--- config.mk ---
export PLATFORM = sky130hd
export DESIGN_NAME = serial_add_ctrl_flat
export DESIGN_NICKNAME = d
export VERILOG_FILES = /design/src/rtl/serial_add_ctrl_if.sv /design/src/rtl/serial_add_ctrl.sv /design/src/flat_wrapper.sv
export SDC_FILE = /design/constraint.sdc
export NUM_CORES = 1
export LEC_CHECK = 0
export BUFFER_PORTS_ARGS = -buffer_cell sky130_fd_sc_hd__clkbuf_2
export CAP_MARGIN = 20
export CELL_PAD_IN_SITES_DETAIL_PLACEMENT = 0
export CELL_PAD_IN_SITES_GLOBAL_PLACEMENT = 1
export CORE_MARGIN = 8
export CORE_UTILIZATION = 43
export DETAILED_ROUTE_END_ITERATION = 12
export PLACE_DENSITY = 0.8
export SLEW_MARGIN = 20
export SYNTH_ARGS = -nofsm -noshare
export SYNTH_HDL_FRONTEND = slang
export SYNTH_SLANG_ARGS = --single-unit
--- constraint.sdc ---
create_clock -name clk -period 3.4 [get_ports clk]
set_clock_uncertainty 0.2 [all_clocks]
set_input_delay 0.68 -clock clk [delete_from_list [all_inputs] [get_ports clk]]
set_output_delay 0.68 -clock clk [all_outputs]
set_load 0.05 [all_outputs]
--- src/rtl/serial_add_ctrl_if.sv ---
// Request/result bus for the bit-serial adder controller.
// The master issues operands and start; the slave returns status and result.
interface serial_add_ctrl_if #(
  parameter int WIDTH = 8
) ();

  logic             start;
  logic [WIDTH-1:0] a;
  logic [WIDTH-1:0] b;
  logic             cin;
  logic             busy;
  logic             done;
  logic [WIDTH-1:0] sum;
  logic             cout;

  modport master (
    output start, a, b, cin,
    input  busy, done, sum, cout
  );

  modport slave (
    input  start, a, b, cin,
    output busy, done, sum, cout
  );

endinterface

--- src/rtl/serial_add_ctrl.sv ---
// Bit-serial adder controller: feeds one operand bit pair per cycle, LSB first,
// through an external full-adder cell and assembles the WIDTH-bit result.
module serial_add_ctrl #(
  parameter int WIDTH = 8
) (
  input  logic              clk,
  input  logic              rst_n,
  serial_add_ctrl_if.slave  bus,
  output logic              fa_a,
  output logic              fa_b,
  output logic              fa_cin,
  input  logic              fa_s,
  input  logic              fa_cout
);

  localparam int CW = $clog2(WIDTH) + 1;

  typedef enum logic [1:0] {
    IDLE = 2'd0,
    RUN  = 2'd1,
    DONE = 2'd2
  } state_t;

  state_t           state;
  state_t           state_next;
  logic [WIDTH-1:0] a_sh;
  logic [WIDTH-1:0] b_sh;
  logic [WIDTH-1:0] psum;
  logic [WIDTH-1:0] psum_shifted;
  logic [WIDTH-1:0] sum_q;
  logic             carry;
  logic             cout_q;
  logic [CW-1:0]    cnt;
  logic             accept;
  logic             last_bit;
  logic             busy;
  logic             done;

  assign accept   = (state == IDLE) && bus.start;
  assign last_bit = (cnt == CW'(WIDTH - 1));

  // New sum bit enters at the MSB; after WIDTH shifts the first bit sits at bit 0.
  assign psum_shifted = (psum >> 1) | {fa_s, {(WIDTH-1){1'b0}}};

  // NOTE: sequential state uses non-blocking (<=) so every flop samples pre-edge values.
  always_ff @(posedge clk) begin
    if (!rst_n) begin
      state <= IDLE;
    end else begin
      state <= state_next;
    end
  end

  always_comb begin
    // NOTE: default assignment first so no path leaves state_next unassigned (no latch).
    state_next = state;
    case (state)
      IDLE:    if (bus.start) state_next = RUN;
      RUN:     if (last_bit)  state_next = DONE;
      DONE:    state_next = IDLE;
      default: state_next = IDLE;
    endcase
  end

  // Outputs are forced low while reset is held, even before the reset edge lands.
  always_comb begin
    busy   = 1'b0;
    done   = 1'b0;
    fa_a   = 1'b0;
    fa_b   = 1'b0;
    fa_cin = 1'b0;
    if (rst_n) begin
      case (state)
        RUN: begin
          busy   = 1'b1;
          fa_a   = a_sh[0];
          fa_b   = b_sh[0];
          fa_cin = carry;
        end
        DONE:    done = 1'b1;
        default: ;
      endcase
    end
  end

  always_ff @(posedge clk) begin
    if (!rst_n) begin
      a_sh   <= '0;
      b_sh   <= '0;
      carry  <= 1'b0;
      cnt    <= '0;
      psum   <= '0;
      sum_q  <= '0;
      cout_q <= 1'b0;
    end else if (accept) begin
      a_sh  <= bus.a;
      b_sh  <= bus.b;
      carry <= bus.cin;
      cnt   <= '0;
      psum  <= '0;
    end else if (state == RUN) begin
      psum  <= psum_shifted;
      a_sh  <= a_sh >> 1;
      b_sh  <= b_sh >> 1;
      carry <= fa_cout;
      cnt   <= cnt + CW'(1);
      // The published result changes only on the completing edge.
      if (last_bit) begin
        sum_q  <= psum_shifted;
        cout_q <= fa_cout;
      end
    end
  end

  assign bus.busy = busy;
  assign bus.done = done;
  assign bus.sum  = sum_q;
  assign bus.cout = cout_q;

endmodule
--- src/flat_wrapper.sv ---
// flat-port wrapper written by rule: the top's interface ports become plain ports
module serial_add_ctrl_flat 
#(
  parameter int WIDTH = 8
)
  (clk, rst_n, fa_a, fa_b, fa_cin, fa_s, fa_cout, bus_start, bus_a, bus_b, bus_cin, bus_busy, bus_done, bus_sum, bus_cout);
  serial_add_ctrl_if #(.WIDTH(WIDTH)) bus_i ();
  input  logic clk;
  input  logic rst_n;
  output logic fa_a;
  output logic fa_b;
  output logic fa_cin;
  input  logic fa_s;
  input  logic fa_cout;
  input wire logic [$bits(bus_i.start)-1:0] bus_start;
  input wire logic [$bits(bus_i.a)-1:0] bus_a;
  input wire logic [$bits(bus_i.b)-1:0] bus_b;
  input wire logic [$bits(bus_i.cin)-1:0] bus_cin;
  output wire logic [$bits(bus_i.busy)-1:0] bus_busy;
  output wire logic [$bits(bus_i.done)-1:0] bus_done;
  output wire logic [$bits(bus_i.sum)-1:0] bus_sum;
  output wire logic [$bits(bus_i.cout)-1:0] bus_cout;
  assign bus_i.start = bus_start;
  assign bus_i.a = bus_a;
  assign bus_i.b = bus_b;
  assign bus_i.cin = bus_cin;
  assign bus_busy = bus_i.busy;
  assign bus_done = bus_i.done;
  assign bus_sum = bus_i.sum;
  assign bus_cout = bus_i.cout;
  serial_add_ctrl #(.WIDTH(WIDTH)) u_core (.clk(clk), .rst_n(rst_n), .bus(bus_i), .fa_a(fa_a), .fa_b(fa_b), .fa_cin(fa_cin), .fa_s(fa_s), .fa_cout(fa_cout));
endmodule
==> Yosys cells after proc, flatten, opt, wreduce, memory -nomap -nowiden <==
Index checks and enable logic that the tools add are counted.
{ "word_totals": {"wordCells": 42, "n_memories": 0, "inputBits": 22, "out_inout_bits": 14, "latch_bits": 0, "mem_bits_rw": 0, "regBits": 40, "rom_bits": 0} }
{ "classes": {"n_eq_ne": 5, "shifts": 0, "reduce_logical": 6, "n_lt_le_gt_ge": 0, "n_mux": 19, "n_mul": 0, "n_div": 0, "n_addsub": 1, "bitwise_logic": 3} }
{ "op_table": {"columns": ["cell", "n"], "rows": [
  ["8-bit 2-to-1 mux", 4],
  ["1-bit 2-to-1 mux", 12],
  ["7-bit by 8-bit OR with 8-bit output", 1],
  ["4-bit by 1-bit adder with 4-bit output (second input constant)", 1],
  ["4-bit by 3-bit equality test with 1-bit output (second input constant)", 1],
  ["2-bit 2-to-1 mux", 2],
  ["2-bit one-hot mux with 2 select lines", 1],
  ["3-bit AND reduction", 1],
  ["2-bit by 1-bit equality test with 1-bit output (second input constant)", 1],
  ["2-bit equality test (second input constant)", 1],
  ["2-bit zero test", 1],
  ["2-bit by 1-bit != test with 1-bit output (second input constant)", 1],
  ["2-bit != test (second input constant)", 1],
  ["1-bit NOT", 2],
  ["2-bit AND reduction", 1],
  ["2-bit nonzero test", 1],
  ["2-bit OR reduction", 1],
  ["1-bit logical AND", 1]
]} }

==> Depth between registers and ports, before layout <==
Gate-level depths: netlist (run 1).
{ "depth": {"word_depth": 4, "ltp_mapped": 6, "mapped_depth_nobuf": 4} }

==> Worst setup path after synthesis (run 1) <==
OpenSTA, ideal clock, no wires.
{ "synth_path": {"path_type": "input to output", "from": "input rst_n", "to": "output fa_a", "setup_slack_ns": 0.929, "required_time_ns": 2.520, "n_path_buf": 2, "stages": 3, "arrival_time_ns": 1.591, "cell_sequence": "clkbuf_1 > clkbuf_1 > and3_1"} }
{ "synth_between": {"elab_chain_len": 1} }
{ "synth_lines": {"columns": ["element", "line", "text"], "rows": [
  ["start: declaration", "flat_wrapper.sv:9", "input logic rst_n;"],
  ["1-bit 2-to-1 mux", "serial_add_ctrl.sv:72", "if (rst_n) begin"],
  ["end: declaration", "flat_wrapper.sv:10", "output logic fa_a;"]
]} }
No other way between the ends.

==> Worst setup path in the final report (run 1) <==
{ "layout_path": {"from": "register u_core.state[1]", "to": "output fa_b"} }
{ "layout_between": {"elab_chain_len": 3} }
{ "layout_lines": {"columns": ["element", "line", "text"], "rows": [
  ["start: declaration", "serial_add_ctrl.sv:24", "state_t state;"],
  ["start signal: assignment", "serial_add_ctrl.sv:50", "state <= state_next;"],
  ["2-bit by 1-bit equality test with 1-bit output", "serial_add_ctrl.sv:73", "case (state)"],
  ["1-bit 2-to-1 mux", "serial_add_ctrl.sv:73", null],
  ["1-bit 2-to-1 mux", "serial_add_ctrl.sv:72", null],
  ["end: declaration", "flat_wrapper.sv:11", "output logic fa_b;"]
]} }
No other way between the ends.

==> load_flow_metrics.sql, run 1 <==
INSERT INTO impl_metrics (metric_group, metric, value, unit) VALUES
('status', 'run_status', 'completed', ''),
('finish', 'multiInputGateArea', '828.3', 'sq um'),
('routing', 'detail_route.wirelength', '3884', 'microns'),
('synth', 'synthesis.instances', '189', ''),
('floorplanning', 'fp-row-count', '23', ''),
('setup_path', 'start_kind', 'register', ''),
('floorplanning', 'chipHeight', '79.51', 'microns'),
('global_routing', 'gr-total-overflow', '0', ''),
('run', 'timing.max_cap.violations', '0', ''),
('setup_path', 'timing_worst_setup_path_type', 'reg -> out', ''),
('finish', 'most_frequent_cells_in_the_layout', 'sky130_fd_sc_hd__dfxtp_1 (39), sky130_fd_sc_hd__nand2_1 (36), sky130_fd_sc_hd__clkbuf_2 (35)', ''),
('setup_path', 'r2r_slack', '1.64', 'ns'),
('sta', 'maxSlewHeadroom', '60.33', '%'),
('synth', 'postSynthRegisterBits', '39', ''),
('synth', 'post_synth_top_area_share', '45.02', '%'),
('setup_path', 'cp.buffers_inverters', '2', ''),
('routing', 'iteration_0_drc_markers', '83', ''),
('global_routing', 'largest_net_degree_at_the_start_of_global_routing', '26', ''),
('routing', 'detail_route.drc_violations', '0', ''),
('setup_path', 'r2r_cells', '4', ''),
('synth', 'syn_area', '0.001734', 'sq mm'),
('place', 'port_buffers', '35', ''),
('synth', 'ys.warnings.count', '0', ''),
('setup_path', 'cp_slowest_cell', 'sky130_fd_sc_hd__and2b_1', ''),
('setup_path', 'timing.critical_path.max_delay_family', 'simple AND/OR/NAND/NOR gates', ''),
('clocking', 'post_cts_resize_count', '0', ''),
('sta', 'slew_viol_final', '0', ''),
('sta', 'rsz0062_at_grt', 'no', ''),
('finish', 'areaGrowthSynthToFinish', '13.92', '%'),
('sta', 'period_minus_slack', '2.668', 'ns'),
('routing', 'routedWlPerCell', '14.44', 'microns'),
('clocking', 'ctsLongestPathBuffers', '2', ''),
('setup_path', 'worst_path_largest_cell_delay', '0.49', 'ns'),
('routing', 'route.detailed.vias_per_inst', '5.301', ''),
('global_routing', 'via_count_of_the_first_global_routing_pass', '1472', ''),
('routing', 'first_pass_iters', '4', ''),
('finish', 'final_net_count', '241', ''),
('finish', 'seq_area', '780.7', 'sq um'),
('worst_hold_path', 'min_to', 'u_core.bus.sum[6]$_SDFFE_PN0P_', ''),
('global_routing', 'global_route_wire_length_before_repair', '6762', 'microns'),
('setup_path', 'critical_path.reg2reg.startpoint', 'u_core.state[0]$_SDFFE_PN0P_', ''),
('synth', 'post_synth_num_cell_types', '34', ''),
('floorplanning', 'floorplan.core_area', '0.003943', 'sq mm'),
('synth', 'synth_area_leaders', 'sky130_fd_sc_hd__dfxtp_1 (45%), sky130_fd_sc_hd__nand2_1 (7.8%), sky130_fd_sc_hd__a2bb2oi_1 (6.1%)', ''),
('routing', 'routed-via-count', '1426', ''),
('worst_hold_path', 'min_path_cells', '2', ''),
('clocking', 'cts.hold.buffers_added', '0', ''),
('power_and_ir_drop', 'power_per_cell_area', '454.7', 'mW/mm^2'),
('place', 'detailed_place_hpwl', '2685', 'microns'),
('power_and_ir_drop', 'worst_ir_drop_vdd', '0.2216', 'mV'),
('clocking', 'post_cts.repair.setup_buffers', '0', ''),
('floorplanning', 'floorplan.io_pins', '36', ''),
('setup_path', 'worstPathRequired', '2.52', 'ns'),
('synth', 'biggest_area_consumer_among_synthesized_cells', 'sky130_fd_sc_hd__dfxtp_1', ''),
('setup_path', 'cp.arrival', '1.79', 'ns'),
('place', 'gp_routability_congestion', '0.7971', ''),
('clocking', 'ctsHtreeMaxLevel', '2', ''),
('sta', 'hold_violation_total_from_the_final_report', '0', ''),
('setup_path', 'crit_path_cell_trace', 'buf_4, and2b_1, and3_1, clkbuf_2', ''),
('finish', 'final.fill_count', '393', ''),
('setup_path', 'worstReg2RegEnd', 'u_core.cnt[3]$_SDFFE_PP0N_', ''),
('synth', 'avg_synthesized_cell_area', '9.175', 'sq um'),
('routing', 'final_antenna_net_count', '0', ''),
('clocking', 'worst_setup_hold_path_clk_slew', '0.07', 'ns'),
('sta', 'setup_tns', '0', 'ns'),
('setup_path', 'critPathCaptureType', 'output pin', ''),
('floorplanning', 'dieWidth', '79.51', 'microns'),
('sta', 'final_setup_violation_count', '0', ''),
('finish', 'final_core_utilization', '50.11', '%'),
('power_and_ir_drop', 'p_leak', '0.8286', 'nW'),
('global_routing', 'globalRouteTotalUtil', '13.31', '%');
per-stage QoR:
step	hold WS (ns)	worst slack (ns)	total power, mW	std cells	area (sq um)
finish	0.2607	0.7323	0.8982	269	1976
global route	0.2711	0.5963	0.9423	269	1976
CTS	0.2650	0.6926	0.9096	269	1976
global placement	0.2408	0.9447	0.6035	261	1891
floorplan	0.2366	0.9288	0.5845	189	1734
detailed placement	0.2482	0.9239	0.6078	261	1891
cell usage after synthesis (all sizes together):
cell,instances
o22ai,2
o2bb2ai,1
or3,1
nor2,17
o21a,1
inv,3
and2b,1
ha,1
o21ai,6
xor2,1
o211a,1
and3,4
nand3b,2
a2bb2oi,12
dfxtp,39
nand2b,3
nand3,1
buf,12
clkbuf,5
a21boi,1
nor3b,1
nor2b,2
mux2i,9
o221a,12
xnor2,1
nand2,36
and3b,1
a21oi,12
o21ba,1
cell type report:
cell class	instances	share of cell area, %
inverter	3	0.6966
multi-input combinational	130	41.93
clock buffer	6	3.673
sequential	39	39.52
clock inverter	2	0.6333
tap	50	3.167
timing repair buffer	39	10.39
state kept, by name, summed over array words and instances (netlist names):
register         flops
u_core.a_sh          8
u_core.b_sh          8
u_core.bus.cout      1
u_core.bus.sum       8
u_core.carry         1
u_core.cnt           4
u_core.psum          7
u_core.state         2
routing by layer:
metal | track usage [%] | share of wire, % | routed length (microns) | vias to the layer above
li1 | - | - | - | 720
met1 | 15.78 | 44 | 1722 | 665
met2 | 21.35 | 47 | 1835 | 35
met3 | 5.180 | 7.0 | 270 | 6
met4 | 4.444 | 1.4 | 55 | 0
met5 | 0 | 0 | 0 | -
power breakdown:
part           leakage (nW)  switching (mW)  total, mW  internal (mW)
registers             0.319          0.0112      0.488          0.477
logic                 0.469          0.0599      0.110         0.0499
clock network        0.0412           0.158      0.301          0.143
worst max-delay path by stage:
stage | from | end | slack, ns | cells past startpoint
3_3_place_gp | rst_n | fa_b | 0.94 | 3
3_5_place_dp | rst_n | fa_b | 0.92 | 3
4_1_cts | u_core.state[1]$_SDFFE_PN0P_ | fa_b | 0.69 | 4
5_1_grt | u_core.state[1]$_SDFFE_PN0P_ | bus_busy | 0.60 | 5
2_1_floorplan | rst_n | fa_a | 0.93 | 3
6_report | u_core.state[1]$_SDFFE_PN0P_ | fa_b | 0.73 | 4
kinds of logic after synthesis:
family | share of synthesized area, %
XOR/XNOR | 1.010
multiplexers | 5.195
AO/OA/AOI/OAI | 22.29
AND/OR/NAND/NOR | 18.54
adder cells (fa/ha/maj) | 0.7214
flip-flops | 45.02
buffers and inverters | 7.215
worst reg2reg max path: cells and delay by family (launching register included):
kind | cells | cell delay, ns
flip-flops | 1 | 0.33
AO/OA/AOI/OAI | 1 | 0.14
buffers and inverters | 1 | 0.24
AND/OR/NAND/NOR | 2 | 0.79
Note: power is estimated with default switching activity, not from simulation.
==> run 2: changes to the inputs <==
--- a/config.mk
+++ b/config.mk
@@ -10,9 +10,9 @@
 export CELL_PAD_IN_SITES_DETAIL_PLACEMENT = 0
 export CELL_PAD_IN_SITES_GLOBAL_PLACEMENT = 1
 export CORE_MARGIN = 8
-export CORE_UTILIZATION = 43
+export CORE_UTILIZATION = 40
 export DETAILED_ROUTE_END_ITERATION = 12
-export PLACE_DENSITY = 0.8
+export PLACE_DENSITY = 0.75
 export SLEW_MARGIN = 20
 export SYNTH_ARGS = -nofsm -noshare
 export SYNTH_HDL_FRONTEND = slang
==> constraint.sdc (replaced) <==
create_clock -name clk -period 2.7 [get_ports clk]
set_clock_uncertainty 0.2 [all_clocks]
set_input_delay 0.54 -clock clk [delete_from_list [all_inputs] [get_ports clk]]
set_output_delay 0.54 -clock clk [all_outputs]
set_load 0.05 [all_outputs]
==> load_flow_metrics.sql, run 2 (synthesis gave the netlist of run 1 again) <==
INSERT INTO impl_metrics (metric_group, metric, value, unit) VALUES
('power_and_ir_drop', 'p_leak', '0.8378', 'nW'),
('floorplanning', 'floorplan.io_pins', '36', ''),
('clocking', 'cts-buffers-inserted', '5', ''),
('finish', 'final_core_utilization', '46.92', '%'),
('clocking', 'clock-root-buffer', 'sky130_fd_sc_hd__clkbuf_8', ''),
('floorplanning', 'fp-row-count', '24', ''),
('clocking', 'numClockSinks', '39', ''),
('routing', 'routed-via-count', '1432', ''),
('sta', 'hold_violation_total_from_the_final_report', '0', ''),
('clocking', 'worst_skew_late_latency', '0.29', 'ns'),
('clocking', 'ctsHtreeMaxLevel', '2', ''),
('place', 'detailed_place_hpwl', '2717', 'microns'),
('status', 'run_status', 'completed', ''),
('floorplanning', 'floorplan.core_area', '0.004264', 'sq mm'),
('setup_path', 'timing.critical_path.to', 'fa_cin', ''),
('routing', 'detail_route.drc_violations', '0', ''),
('global_routing', 'globalRouteTotalUtil', '12.27', '%'),
('routing', 'route.detailed.vias_per_inst', '5.245', ''),
('run', 'timing.max_cap.violations', '0', ''),
('power_and_ir_drop', 'power_per_cell_area', '579.2', 'mW/mm^2'),
('finish', 'insertedDiodeCount', '0', ''),
('routing', 'final_antenna_net_count', '0', ''),
('sta', 'fmax', '0.4385', 'GHz'),
('setup_path', 'timing_worst_setup_path_type', 'reg -> out', ''),
('sta', 'tightestPinTransition', '0.6293', 'ns'),
('routing', 'detail_route.wirelength', '3916', 'microns'),
('setup_path', 'r2r_slack', '0.93', 'ns'),
('routing', 'first_pass_iters', '4', ''),
('setup_path', 'critical_path_cell_count', '3', ''),
('clocking', 'post_cts.repair.setup_buffers', '0', ''),
('sta', 'period_share', '84.47', '%'),
('sta', 'final_setup_violation_count', '0', ''),
('sta', 'rsz0062_at_grt', 'no', ''),
('global_routing', 'via_count_of_the_first_global_routing_pass', '1449', ''),
('clocking', 'clock_tree_from_tritoncts', 'yes', ''),
('global_routing', 'gr-total-overflow', '0', ''),
('routing', 'routedWlPerCell', '14.34', 'microns'),
('routing', 'iteration_0_drc_markers', '84', ''),
('setup_path', 'cp_slowest_cell', 'sky130_fd_sc_hd__and2b_1', ''),
('setup_path', 'critPathCaptureType', 'output pin', ''),
('sta', 'setup_tns', '0', 'ns'),
('setup_path', 'worst_path_largest_cell_delay', '0.45', 'ns'),
('clocking', 'post_cts_resize_count', '0', ''),
('finish', 'final_net_count', '243', ''),
('clocking', 'ctsLongestPathBuffers', '2', ''),
('setup_path', 'critPathLaunch', 'u_core.state[1]$_SDFFE_PN0P_', ''),
('floorplanning', 'chipHeight', '81.85', 'microns'),
('place', 'gp_routability_congestion', '0.7242', ''),
('worst_hold_path', 'worst_hold_path_type', 'reg -> reg', ''),
('finish', 'share_of_cells_above_drive_strength_1', '25.79', '%'),
('global_routing', 'number_of_antenna_violations_at_the_first_check_in_global_routing', '0', ''),
('setup_path', 'r2r_cells', '4', ''),
('power_and_ir_drop', 'worst_ir_drop_vdd', '0.3498', 'mV'),
('setup_path', 'worstReg2RegEnd', 'u_core.cnt[3]$_SDFFE_PP0N_', ''),
('finish', 'final_common_cell', 'sky130_fd_sc_hd__dfxtp_1', ''),
('finish', 'finish.instance_area', '0.002001', 'sq mm'),
('setup_path', 'cp.buffers_inverters', '1', ''),
('setup_path', 'start_kind', 'register', ''),
('floorplanning', 'initial_utilization', '40.67', '%'),
('global_routing', 'largest_net_degree_at_the_start_of_global_routing', '21', ''),
('setup_path', 'worstPathRequired', '1.96', 'ns'),
('clocking', 'cts.hold.buffers_added', '0', ''),
('setup_path', 'crit_path_cell_trace', 'and2b_1, and3_1, clkbuf_2', ''),
('clocking', 'worst_setup_hold_path_clk_slew', '0.09', 'ns'),
('sta', 'slew_viol_final', '0', ''),
('finish', 'final.fill_count', '438', ''),
('finish', 'areaGrowthSynthToFinish', '15.37', '%'),
('global_routing', 'global_route_wire_length_before_repair', '6568', 'microns'),
('sta', 'maxSlewHeadroom', '58.05', '%'),
('floorplanning', 'floorplan.die_area', '0.006699', 'sq mm'),
('sta', 'period_minus_slack', '2.281', 'ns'),
('floorplanning', 'dieWidth', '81.85', 'microns'),
('setup_path', 'cp_max_fo', '13', ''),
('setup_path', 'timing.critical_path.max_delay_family', 'simple AND/OR/NAND/NOR gates', ''),
('place', 'port_buffers', '35', ''),
('place', 'total_placed_instance_area', '0.001908', 'sq mm'),
('setup_path', 'cp.arrival', '1.54', 'ns'),
('setup_path', 'critical_path.reg2reg.startpoint', 'u_core.state[0]$_SDFFE_PN0P_', ''),
('finish', 'most_frequent_cells_in_the_layout', 'sky130_fd_sc_hd__dfxtp_1 (39), sky130_fd_sc_hd__nand2_1 (36), sky130_fd_sc_hd__clkbuf_2 (35)', '');
==> run 2: cell count changes in the layout (fill, tap and decap cells not counted), sizes merged <==
cell      previous run  this run
buf                  4         6
clkbuf              41        40
clkinv               1         0
clkinvlp             1         2
inv                  3         4
==> run 2: metrics by stage <==
stage | setup slack (ns) | power, mW | hold slack, ns | cells
global placement | 0.7296 | 0.7634 | 0.2427 | 265
finish | 0.4194 | 1.159 | 0.2616 | 273
global route | 0.3074 | 1.213 | 0.2815 | 273
CTS | 0.3822 | 1.172 | 0.2627 | 273
detailed placement | 0.7073 | 0.7664 | 0.2466 | 265
floorplan | 0.5088 | 0.7360 | 0.2366 | 189
==> run 2: routing by layer <==
| metal | routed length (microns) | part of all wire, % | global-route usage [%] |
|---|---|---|---|
| met1 | 1762 | 45 | 13.32 |
| met2 | 1908 | 49 | 22.26 |
| met3 | 217 | 5.5 | 4.376 |
| met4 | 26 | 0.66 | 2.632 |
| met5 | 0 | 0 | 0 |
==> run 2: cell type report <==
cell class | instances | area, sq um | share of cell area [%]
repair buffers | 41 | 220.2 | 11.01
clock inverters | 3 | 23.77 | 1.188
flip-flops and latches | 39 | 780.7 | 39.02
clock buffers | 5 | 68.82 | 3.440
multi-input cells | 130 | 828.3 | 41.40
inverters | 3 | 13.76 | 0.6879
well taps | 52 | 65.06 | 3.252
==> run 2: worst reg2reg max path, delay by kind of cell, from the launching register on <==
kind	cells	cell delay, ns
DFF	1	0.33
buffers and inverters	1	0.24
and+or+nand+nor	2	0.79
AOI/OAI and AO/OA	1	0.14
==> run 2: worst min-delay path by stage <==
stage | from | endpoint | depth (start not counted)
floorplan | u_core.psum[1]$_SDFFE_PP0N_ | u_core.psum[1]$_SDFFE_PP0N_ | 2
global placement | u_core.bus.sum[6]$_SDFFE_PN0P_ | u_core.bus.sum[6]$_SDFFE_PN0P_ | 2
detailed placement | u_core.bus.sum[4]$_SDFFE_PN0P_ | u_core.bus.sum[4]$_SDFFE_PN0P_ | 2
CTS | u_core.bus.sum[5]$_SDFFE_PN0P_ | u_core.bus.sum[5]$_SDFFE_PN0P_ | 2
global route | fa_s | u_core.psum[7]$_SDFFE_PP0N_ | 3
finish | u_core.bus.sum[6]$_SDFFE_PN0P_ | u_core.bus.sum[6]$_SDFFE_PN0P_ | 2
==> run 2: power by group <==
part,switching [mW],total (mW),internal [mW]
clock,0.220,0.405,0.185
sequential,0.0136,0.614,0.600
combinational,0.0758,0.141,0.0647
==> run 3: changes to the inputs <==
--- a/config.mk
+++ b/config.mk
@@ -5,12 +5,13 @@
 export SDC_FILE = /design/constraint.sdc
 export NUM_CORES = 1
 export LEC_CHECK = 0
+export ABC_AREA = 1
 export BUFFER_PORTS_ARGS = -buffer_cell sky130_fd_sc_hd__clkbuf_2
 export CAP_MARGIN = 20
 export CELL_PAD_IN_SITES_DETAIL_PLACEMENT = 0
 export CELL_PAD_IN_SITES_GLOBAL_PLACEMENT = 1
 export CORE_MARGIN = 8
-export CORE_UTILIZATION = 40
+export CORE_UTILIZATION = 37
 export DETAILED_ROUTE_END_ITERATION = 12
 export PLACE_DENSITY = 0.75
 export SLEW_MARGIN = 20
==> constraint.sdc (replaced) <==
create_clock -name clk -period 2.2 [get_ports clk]
set_clock_uncertainty 0.2 [all_clocks]
set_input_delay 0.44 -clock clk [delete_from_list [all_inputs] [get_ports clk]]
set_output_delay 0.44 -clock clk [all_outputs]
set_load 0.05 [all_outputs]
==> load_flow_metrics.sql, run 3 <==
INSERT INTO impl_metrics (metric_group, metric, value, unit) VALUES
('status', 'run_status', 'completed', ''),
('floorplanning', 'initial_utilization', '38.87', '%'),
('power_and_ir_drop', 'worst_ir_drop_vdd', '0.2390', 'mV'),
('global_routing', 'gr-total-overflow', '0', ''),
('power_and_ir_drop', 'power_per_cell_area', '667.4', 'mW/mm^2'),
('setup_path', 'critPathCaptureType', 'output pin', ''),
('sta', 'period_minus_slack', '2.078', 'ns'),
('floorplanning', 'floorplan.core_area', '0.004384', 'sq mm'),
('synth', 'post_synth_top_area_share', '45.81', '%'),
('synth', 'syn_area', '0.001704', 'sq mm'),
('clocking', 'ctsHtreeMaxLevel', '2', ''),
('power_and_ir_drop', 'power_frac_seq', '53.6', '%'),
('power_and_ir_drop', 'swShare', '27.04', '%'),
('clocking', 'cts.hold.buffers_added', '0', ''),
('synth', 'biggest_area_consumer_among_synthesized_cells', 'sky130_fd_sc_hd__dfxtp_1', ''),
('sta', 'fmax', '0.4811', 'GHz'),
('clocking', 'cts-buffers-inserted', '5', ''),
('place', 'port_buffers', '35', ''),
('worst_hold_path', 'min_to', 'u_core.a_sh[7]$_SDFFE_PN0P_', ''),
('power_and_ir_drop', 'p_leak', '1.019', 'nW'),
('setup_path', 'critical_path.reg2reg.startpoint', 'u_core.cnt[0]$_SDFFE_PP0N_', ''),
('power_and_ir_drop', 'power.net_switching', '0.3800', 'mW'),
('clocking', 'ctsLongestPathBuffers', '2', ''),
('sta', 'hold_violation_total_from_the_final_report', '0', ''),
('global_routing', 'number_of_antenna_violations_at_the_first_check_in_global_routing', '0', ''),
('synth', 'avg_synthesized_cell_area', '6.631', 'sq um'),
('synth', 'ys.warnings.count', '0', ''),
('finish', 'final_common_cell', 'sky130_fd_sc_hd__nand2_1', ''),
('place', 'detailed_place_hpwl', '2803', 'microns'),
('routing', 'routed-via-count', '1550', ''),
('finish', 'share_of_cells_above_drive_strength_1', '19.53', '%'),
('global_routing', 'largest_net_degree_at_the_start_of_global_routing', '22', ''),
('synth', 'synth_enable_flop_cells', '0', ''),
('synth', 'ys.flop_type', 'sky130_fd_sc_hd__dfxtp_1', ''),
('floorplanning', 'chipHeight', '83.87', 'microns'),
('run', 'timing.max_cap.violations', '0', ''),
('synth', 'synthMostInstantiatedCell', 'sky130_fd_sc_hd__nand2_1', ''),
('place', 'place_inst', '341', ''),
('clocking', 'numClockSinks', '39', ''),
('synth', 'synth_area_leaders', 'sky130_fd_sc_hd__dfxtp_1 (46%), sky130_fd_sc_hd__nand2_1 (20%), sky130_fd_sc_hd__nor2_1 (11%)', ''),
('finish', 'insertedDiodeCount', '0', ''),
('worst_hold_path', 'source_of_the_worst_hold_timing_path', 'bus_a[7]', ''),
('sta', 'maxSlewHeadroom', '70.81', '%'),
('power_and_ir_drop', 'total_power', '1.405', 'mW'),
('floorplanning', 'floorplan.die_area', '0.007033', 'sq mm'),
('synth', 'post_synth_num_cell_types', '21', ''),
('setup_path', 'timing_worst_setup_path_type', 'reg -> out', ''),
('clocking', 'clock-root-buffer', 'sky130_fd_sc_hd__clkbuf_8', ''),
('setup_path', 'crit_path_cell_trace', 'inv_2, nor2_2, nand2_1, nor2_1, buf_12', ''),
('clocking', 'post_cts_resize_count', '0', ''),
('routing', 'first_pass_iters', '4', ''),
('worst_hold_path', 'min_path_cells', '3', ''),
('sta', 'tightestPinTransition', '0.4367', 'ns'),
('synth', 'postSynthRegisterBits', '39', ''),
('synth', 'fraction_of_registers_with_async_set_reset', '0', '%'),
('place', 'gp_routability_congestion', '0.7499', ''),
('synth', 'synth_seq_area_share', '45.81', '%'),
('finish', 'most_frequent_cells_in_the_layout', 'sky130_fd_sc_hd__nand2_1 (90), sky130_fd_sc_hd__nor2_1 (50), sky130_fd_sc_hd__dfxtp_1 (39)', ''),
('setup_path', 'worstPathRequired', '1.56', 'ns'),
('global_routing', 'via_count_of_the_first_global_routing_pass', '1513', ''),
('floorplanning', 'dieWidth', '83.87', 'microns'),
('sta', 'period_share', '94.47', '%'),
('synth', 'synthesis.nets', '280', ''),
('setup_path', 'worstReg2RegEnd', 'u_core.bus.sum[1]$_SDFFE_PN0P_', ''),
('routing', 'routedWlPerCell', '11.16', 'microns'),
('worst_hold_path', 'worst_hold_path_type', 'in -> reg', ''),
('sta', 'slew_viol_final', '0', ''),
('clocking', 'clock_tree_from_tritoncts', 'yes', ''),
('sta', 'final_setup_violation_count', '0', ''),
('global_routing', 'globalRouteTotalUtil', '11.48', '%'),
('finish', 'seq_area', '780.7', 'sq um'),
('setup_path', 'cp.arrival', '1.44', 'ns'),
('finish', 'final_net_count', '319', ''),
('setup_path', 'worst_path_largest_cell_delay', '0.47', 'ns'),
('finish', 'areaGrowthSynthToFinish', '23.57', '%'),
('power_and_ir_drop', 'share_of_power_burned_in_combinational_logic', '13.8', '%'),
('finish', 'final.fill_count', '486', ''),
('synth', 'synth_commonest_cells', 'sky130_fd_sc_hd__nand2_1 (90), sky130_fd_sc_hd__nor2_1 (50), sky130_fd_sc_hd__dfxtp_1 (39), sky130_fd_sc_hd__inv_1 (23), sky130_fd_sc_hd__nand3_1 (22)', ''),
('synth', 'synthesis.instances', '257', ''),
('sta', 'rsz0062_at_grt', 'no', ''),
('clocking', 'post_cts.repair.setup_buffers', '0', ''),
('setup_path', 'r2r_cells', '6', ''),
('setup_path', 'start_kind', 'register', ''),
('routing', 'route.detailed.vias_per_inst', '4.441', ''),
('power_and_ir_drop', 'power.share.clock', '32.6', '%'),
('floorplanning', 'floorplan.io_pins', '36', ''),
('setup_path', 'cp_slowest_cell', 'sky130_fd_sc_hd__dfxtp_1', ''),
('routing', 'detail_route.drc_violations', '0', ''),
('routing', 'final_antenna_net_count', '0', ''),
('finish', 'final_core_utilization', '48.03', '%'),
('routing', 'iteration_0_drc_markers', '68', ''),
('setup_path', 'cp_max_fo', '6', ''),
('finish', 'multiInputGateArea', '772.0', 'sq um'),
('routing', 'detail_route.wirelength', '3895', 'microns'),
('finish', 'layoutNonFillerInstCount', '349', ''),
('power_and_ir_drop', 'cellInternalPower', '1.025', 'mW'),
('floorplanning', 'fp-row-count', '24', ''),
('clocking', 'worst_skew_late_latency', '0.29', 'ns'),
('setup_path', 'r2r_slack', '0.58', 'ns'),
('clocking', 'worst_setup_hold_path_clk_slew', '0.07', 'ns'),
('global_routing', 'global_route_wire_length_before_repair', '6762', 'microns');
-- run 3: cell count changes after synthesis, sizes merged, moves of 3 or more --
cell     previous run  this run
mux2i               9         0
o21ai               6         3
a2bb2oi            12         0
nor2               17        52
nand2b              3         0
inv                 3        24
nand2              36        91
clkbuf              5         0
o221a              12         0
nand3               1        22
a21oi              12         9
and3                4         0
-- run 3: final cells by class --
type                       instances  share of cell area, %
clock buffer                       5                  3.268
clock inverter                     3                 0.7130
inverter                          25                  4.456
multi-input combinational        182                  36.66
sequential                        39                  37.08
tap                               52                  3.090
timing repair buffer              43                  14.74
-- run 3: power groups by stage --
stage | Sequential, mW | Combinational, mW | Clock (mW)
4_1_cts | 0.752 | 0.197 | 0.480
5_1_grt | 0.755 | 0.220 | 0.510
3_5_place_dp | 0.768 | 0.196 | 0
6_report | 0.753 | 0.194 | 0.459
3_3_place_gp | 0.768 | 0.196 | 0
2_1_floorplan | 0.764 | 0.127 | 0
-- run 3: per-layer routing --
metal / wire [microns] / vias up / share of wire [%] / GRT usage (%)
met1: 1988 / 655 / 51 / 14.59
met3: 216 / 5 / 5.5 / 4.590
li1: - / 857 / - / -
met5: 0 / - / 0 / 0
met2: 1652 / 33 / 42 / 17.33
met4: 37 / 0 / 0.95 / 3.297
-- run 3: how the worst max path moves through the flow --
| stage | depth (start not counted) | slack, ns | to | from |
|---|---|---|---|---|
| after floorplan | 4 | -0.10 | fa_a | rst_n |
| after global placement | 4 | 0.37 | bus_done | rst_n |
| after detailed placement | 4 | 0.36 | bus_busy | rst_n |
| after CTS | 5 | 0.1 | fa_b | u_core.state[0]$_SDFFE_PN0P_ |
| after global routing | 5 | 0.03 | fa_b | u_core.state[0]$_SDFFE_PN0P_ |
| final | 5 | 0.12 | fa_b | u_core.state[0]$_SDFFE_PN0P_ |
-- run 3: worst max-delay path, delay by kind of cell, from the launching register on --
family | cells | cell delay (ns)
flip-flops | 1 | 0.47
buffers and inverters | 2 | 0.23
AND/OR/NAND/NOR | 3 | 0.45
-- run 3: cells by family (layout without fill, tap and decap cells) --
| group | Yosys count | in the layout | synth area share (%) |
|---|---|---|---|
| buffers and inverters | 36 | 76 | 9.177 |
| XOR/XNOR | 1 | 1 | 0.5140 |
| adder cells (fa/ha/maj) | 1 | 1 | 0.7341 |
| AND/OR/NAND/NOR | 168 | 168 | 40.02 |
| AO/OA/AOI/OAI | 12 | 12 | 3.744 |
| flip-flops | 39 | 39 | 45.82 |
-- run 3: per-stage QoR --
step / setup TNS (ns) / worst slack, ns / cell area, sq um / hold slack, ns
after global placement: 0 / 0.3730 / 2022 / 0.2514
final: 0 / 0.1216 / 2106 / 0.1476
after CTS: 0 / 0.09996 / 2106 / 0.1393
after global routing: 0 / 0.03382 / 2106 / 0.1384
after floorplan: -0.3406 / -0.1022 / 1709 / 0.2423
after detailed placement: 0 / 0.3592 / 2022 / 0.2566
